<file path="src/rtl/mmix_mem_arbiter.sv">
// mmix_mem_arbiter
//   Shares one memory port between instruction fetch (F) and the exec_unit
//   data port (E). Both sides use a level request held until a one-cycle
//   done. E has priority; e_lock keeps F off the port across a multi-access
//   SAVE/UNSAVE sequence. A watchdog ends an access whose mem_done never
//   arrives, returning zero data and pulsing err.
//
//   Optional: `define MEMARB_ROUND_ROBIN_EN makes simultaneous F/E requests
//   alternate (last served loses the tie; E wins the first tie after reset).
//
// Parameters
//   WATCHDOG      max BUSY cycles waiting for mem_done (0 disables)
// Ports
//   clk, reset_n                 clock, asynchronous active-low reset
//   f_address/f_read             fetch request (always a tetra read)
//   f_readdata/f_done            fetch response, done is one cycle
//   e_address/e_datasize         exec request address and size
//   e_read/e_write/e_writedata   exec request; write wins if both set
//   e_lock                       keep F off the port between E accesses
//   e_readdata/e_done            exec response, done is one cycle
//   mem_*                        registered request to memory, mem_done/
//                                mem_readdata back from memory
//   grant                        bit0 F owns port, bit1 E owns port
//   err                          one-cycle pulse on watchdog expiry
module mmix_mem_arbiter #(
    parameter int unsigned WATCHDOG = 1024
) (
    input  logic        clk,
    input  logic        reset_n,
    input  logic [63:0] f_address,
    input  logic        f_read,
    output logic [63:0] f_readdata,
    output logic        f_done,
    input  logic [63:0] e_address,
    input  logic [1:0]  e_datasize,
    input  logic        e_read,
    input  logic        e_write,
    input  logic [63:0] e_writedata,
    input  logic        e_lock,
    output logic [63:0] e_readdata,
    output logic        e_done,
    output logic [63:0] mem_address,
    output logic [1:0]  mem_datasize,
    output logic        mem_read,
    output logic        mem_write,
    output logic [63:0] mem_writedata,
    input  logic [63:0] mem_readdata,
    input  logic        mem_done,
    output logic [1:0]  grant,
    output logic        err
);

    typedef enum logic [1:0] {IDLE, BUSY_F, BUSY_E, TURN} state_t;

    state_t      state, state_nx;
    logic [63:0] addr_nx, wdata_nx;
    logic [1:0]  size_nx, grant_nx;
    logic        rd_nx, wr_nx;
    logic [31:0] wd_cnt, wd_cnt_nx;
    logic        busy, expire, e_req, f_ok, pick_e;
`ifdef MEMARB_ROUND_ROBIN_EN
    logic        last_e, last_e_nx;
`endif

    function automatic logic [63:0] align_addr(input logic [63:0] a, input logic [1:0] sz);
        logic [63:0] r;
        r = a;
        case (sz)
            2'd1:    r = {a[63:1], 1'b0};
            2'd2:    r = {a[63:2], 2'b0};
            2'd3:    r = {a[63:3], 3'b0};
            default: r = a;
        endcase
        return r;
    endfunction

    assign busy  = (state == BUSY_F) || (state == BUSY_E);
    // mem_done arriving in the expiry cycle wins: it is a normal completion
    assign expire = (WATCHDOG != 0) && busy && (wd_cnt == WATCHDOG - 1) && !mem_done;
    assign e_req = e_read | e_write;
    assign f_ok  = f_read & ~e_lock;
`ifdef MEMARB_ROUND_ROBIN_EN
    // on a tie, E yields only if it was the last one served
    assign pick_e = e_req & ~(f_ok & last_e);
`else
    assign pick_e = e_req;
`endif

    always_comb begin
        state_nx   = state;
        addr_nx    = mem_address;
        size_nx    = mem_datasize;
        rd_nx      = mem_read;
        wr_nx      = mem_write;
        wdata_nx   = mem_writedata;
        grant_nx   = grant;
        wd_cnt_nx  = wd_cnt;
`ifdef MEMARB_ROUND_ROBIN_EN
        last_e_nx  = last_e;
`endif
        f_done     = 1'b0;
        e_done     = 1'b0;
        f_readdata = '0;
        e_readdata = '0;
        err        = 1'b0;
        case (state)
            IDLE: begin
                if (pick_e) begin
                    state_nx  = BUSY_E;
                    addr_nx   = align_addr(e_address, e_datasize);
                    size_nx   = e_datasize;
                    rd_nx     = e_read & ~e_write;
                    wr_nx     = e_write;
                    wdata_nx  = e_writedata;
                    grant_nx  = 2'b10;
                    wd_cnt_nx = '0;
`ifdef MEMARB_ROUND_ROBIN_EN
                    last_e_nx = 1'b1;
`endif
                end else if (f_ok) begin
                    state_nx  = BUSY_F;
                    addr_nx   = align_addr(f_address, 2'd2);
                    size_nx   = 2'd2;
                    rd_nx     = 1'b1;
                    wr_nx     = 1'b0;
                    grant_nx  = 2'b01;
                    wd_cnt_nx = '0;
`ifdef MEMARB_ROUND_ROBIN_EN
                    last_e_nx = 1'b0;
`endif
                end
            end
            BUSY_F, BUSY_E: begin
                wd_cnt_nx = wd_cnt + 32'd1;
                if (mem_done || expire) begin
                    if (state == BUSY_F) begin
                        f_done     = 1'b1;
                        f_readdata = mem_done ? mem_readdata : '0;
                    end else begin
                        e_done     = 1'b1;
                        e_readdata = mem_done ? mem_readdata : '0;
                    end
                    err      = expire;
                    state_nx = TURN;
                    rd_nx    = 1'b0;
                    wr_nx    = 1'b0;
                    grant_nx = '0;
                end
            end
            TURN:    state_nx = IDLE;
            default: state_nx = IDLE;
        endcase
    end

    always_ff @(posedge clk or negedge reset_n) begin
        if (!reset_n) begin
            state         <= IDLE;
            mem_address   <= '0;
            mem_datasize  <= '0;
            mem_read      <= 1'b0;
            mem_write     <= 1'b0;
            mem_writedata <= '0;
            grant         <= '0;
            wd_cnt        <= '0;
`ifdef MEMARB_ROUND_ROBIN_EN
            last_e        <= 1'b0;
`endif
        end else begin
            state         <= state_nx;
            mem_address   <= addr_nx;
            mem_datasize  <= size_nx;
            mem_read      <= rd_nx;
            mem_write     <= wr_nx;
            mem_writedata <= wdata_nx;
            grant         <= grant_nx;
            wd_cnt        <= wd_cnt_nx;
`ifdef MEMARB_ROUND_ROBIN_EN
            last_e        <= last_e_nx;
`endif
        end
    end

endmodule
</file>
<file path="config.mk">
export PLATFORM = sky130hd
export DESIGN_NAME = mmix_mem_arbiter
export DESIGN_NICKNAME = d
export VERILOG_FILES = /design/src/rtl/mmix_mem_arbiter.sv
export SDC_FILE = /design/constraint.sdc
export NUM_CORES = 1
export LEC_CHECK = 0
export BUFFER_PORTS_ARGS = -buffer_cell sky130_fd_sc_hd__clkbuf_2
export CAP_MARGIN = 40
export CORE_AREA = 2 2 207 209
export DETAILED_ROUTE_END_ITERATION = 10
export DIE_AREA = 0 0 209 211
export PLACE_DENSITY = 0.5
export SYNTH_ARGS = -nofsm -noshare
export SYNTH_HDL_FRONTEND = slang
export SYNTH_SLANG_ARGS = --single-unit
</file>
<file path="constraint.sdc">
create_clock -name clk -period 2.5 [get_ports clk]
set_clock_uncertainty 0.05 [all_clocks]
set_input_delay 0.375 -clock clk [delete_from_list [all_inputs] [get_ports clk]]
set_output_delay 0.375 -clock clk [all_outputs]
set_load 0.05 [all_outputs]
</file>
==> results.sh <==
export IMPL_status="finished with violations"
export IMPL_violations="negative setup slack"
export IMPL_post_route_period_util=1.026
export IMPL_viasPerCell=4.228
export IMPL_clock_insertion_delay_worst_skew_ns=0.45
export IMPL_grt_pass1_wl_mm=44.73
export IMPL_clock_sinks=168
export IMPL_cts_root_buf="clkbuf_16"
export IMPL_cts_clk_slew_worst_paths_ns=0.07
export IMPL_drtAntennaViolNets=0
export IMPL_track_usage=0.1296
export IMPL_crit_arrival_ns=2.14
export IMPL_final_cell_mix="395 x clkbuf_2, 168 x dfrtp_1, 145 x nand2_1, 112 x nor2_1, 76 x buf_6"
export IMPL_setup_ws_ns=-0.06601
export IMPL_overflow=0
export IMPL_rr_endpoint="grant[0]"
export IMPL_initialDrtViolationCount=578
export IMPL_reg2reg_depth=9
export IMPL_async_flop_share=1.000
export IMPL_netlist_instances=848
export IMPL_ios=530
export IMPL_synth_top_area_frac=0.5146
export IMPL_avgSynthCellArea_um2=9.633
export IMPL_grt_setup_unrepaired="yes"
export IMPL_grt_antenna_before_repair=2
export IMPL_drive_above_1_share=0.5187
export IMPL_fmax_mhz=389.7
export IMPL_die_w_um=209
export IMPL_peakVddDrop_mv=0.9797
export IMPL_finalHoldViolCount=0
export IMPL_required_ns=2.08
export IMPL_wirelength_mm=30.09
export IMPL_syn_area_um2=8169
export IMPL_end_kind="output port"
export IMPL_vias=8165
export IMPL_syn2layout_area_growth_pct=64.85
export IMPL_drt_pass1_iterations=4
export IMPL_final_common_cell="clkbuf_2"
export IMPL_stdcell_count=1931
export IMPL_hold_path_end="mem_writedata[7]"
export IMPL_hold_path_class="in2reg"
export IMPL_numPortBuffers=527
export IMPL_initial_core_util=0.1956
export IMPL_ys_flop_type="dfrtp_1"
export IMPL_fp_row_count=75
export IMPL_numCtsBuffers=17
export IMPL_drv_cap=0
export IMPL_die_h_um=211
export IMPL_period_minus_slack_ns=2.566
export IMPL_tightestPinTransition_ns=0.6520
export IMPL_hold_ws_ns=0.09938
export IMPL_clock_path_buffers=2
export IMPL_ys_ff_latch=168
export IMPL_setup_viol=3
export IMPL_cp_start_kind="flip-flop"
export IMPL_htreeDepth=4
export IMPL_maxSlewHeadroom=0.5643
export IMPL_gp_congestion=0.8125
export IMPL_r2r_start="state[0]"
export IMPL_core_um2=41760
export IMPL_synthDistinctLibCells=44
export IMPL_grt_max_degree=130
export IMPL_routedWlPerCell_um=15.58
export IMPL_slew_viol_final=0
export IMPL_criticalPathCategory="reg2out"
export IMPL_dieArea_um2=44100
export IMPL_ys_seq_area_frac=0.5146
export IMPL_power_leakage_nw=6.686
export IMPL_fin_util=0.3225
export IMPL_synth_top_area_cell="dfrtp_1"
export IMPL_drc=0
export IMPL_hpwl_mm=22.85
export IMPL_layout_nets=1645
export IMPL_synth_edff_count=0
export IMPL_dp_cells=1892
export IMPL_min_from="e_writedata[7]"
export IMPL_cts_tree="yes"
export IMPL_syn_num_nets=1116
export IMPL_grt_pass1_vias=8172
export IMPL_r2r_setup_slack_ns=0.23
export IMPL_holdPathStages=2
export IMPL_synthTopCellsByArea="dfrtp_1 51%, mux2_2 8.8%, mux2i_1 7.5%, nor2_1 7.2%, nand2_1 6.8%"
export IMPL_cp_max_fo=2
export IMPL_p_per_area_nw_per_um2=1401
export IMPL_ys_warn_count=0
-- Yosys cell counts (2+ instances only) --
master,number
a32o_1,3
or4_1,9
or2_1,2
nand2_1,147
mux2i_1,61
o211ai_1,4
o21ai_0,68
nor2b_1,2
and2_1,2
nor4_1,6
a21oi_1,10
xor2_1,10
mux2_2,64
buf_2,12
nand4_1,11
inv_1,9
nand2b_1,2
o31ai_1,5
nor2_1,156
and3_1,8
ha_1,3
dfrtp_1,168
xnor2_1,8
a22o_1,3
nand3_1,10
or3_1,4
clkbuf_1,29
nor3_1,4
buf_1,13
-- area by class of cell --
cell class                      instances  area (µm²)
Timing Repair Buffer                  565        4046
Fill cell                            4357       28290
Sequential cell                       168        4204
Clock inverter                         14       163.9
Multi-Input combinational cell        616        3900
Clock buffer                           18       439.2
Antenna cell                            2       5.005
Inverter                                9       33.78
Tap cell                              539       674.4
-- stage by stage --
stage	total power, mW	cell area (µm²)	worst slack, ns	TNS (ns)
finish	18.87	13470	-0.06601	-0.1266
detailed placement	15.42	12070	-0.003981	-0.004190
CTS	18.45	12990	-0.1361	-0.7106
global placement	15.33	12070	-0.01839	-0.04924
global route	19.77	13460	-0.2282	-3.978
floorplan	12.14	8180	-0.1225	-0.1225
-- registers in the layout, indices dropped and copies added (netlist names) --
| name | cells |
|---|---|
| mem_read | 1 |
| grant | 2 |
| mem_datasize | 2 |
| state | 2 |
| mem_write | 1 |
| mem_writedata | 64 |
| wd_cnt | 32 |
| mem_address | 64 |
-- kinds of logic after synthesis --
group | share of synthesized area
AOI/OAI and AO/OA | 0.07138
xor gates and xnor gates | 0.01930
adders and majority gates | 0.004595
buffers and inverters | 0.03216
DFF | 0.5146
muxes | 0.1630
and+or+nand+nor | 0.1950
-- worst max-delay path, stage by stage (launching register included) --
cell and delay (ns):
dfrtp_1 0.36, inv_2 0.05, ha_4 0.26, nor4b_4 0.22
nand4_1 0.18, nor3_2 0.18, nor2_2 0.10, nor2_2 0.18
buf_12 0.15
-- worst max path at each step --
stage,start,endpoint,slack (ns),cells after the start
2_1_floorplan,state[0],err,-0.12,6
3_3_place_gp,state[0],mem_write,-0.02,9
3_5_place_dp,state[0],grant[0],-0.004,9
4_1_cts,state[0],e_done,-0.14,8
5_1_grt,state[0],e_done,-0.23,8
6_report,state[0],e_done,-0.07,8
-- report_power, final --
part | internal (mW) | switching, mW | leakage (nW)
combinational | 3.36 | 8.28 | 4.30
sequential | 3.86 | 0.630 | 2.10
clock | 1.52 | 1.21 | 0.288
-- routing by layer --
metal	wire length, µm	vias to the layer above	part of all wire	global-route usage
met3	2056	23	0.068	0.04460
met5	0	-	0	0
met1	12710	3948	0.42	0.1618
met2	14930	269	0.50	0.2137
met4	399	0	0.013	0.03424
li1	-	3925	-	-
-- what timing repair did --
| item | 4_1_cts | 5_1_grt |
|---|---|---|
| buffers inserted | 2 | 0 |
| pin swaps | 6 | 0 |
| setup endpoints to repair | 134 | 131 |
| hold buffers | 1 | 0 |
| gates resized for setup | 96 | 257 |
| endpoints found under the hold margin | 31 | 0 |
| gates cloned | 0 | 2 |
Note: power is estimated with default switching activity, not from simulation.
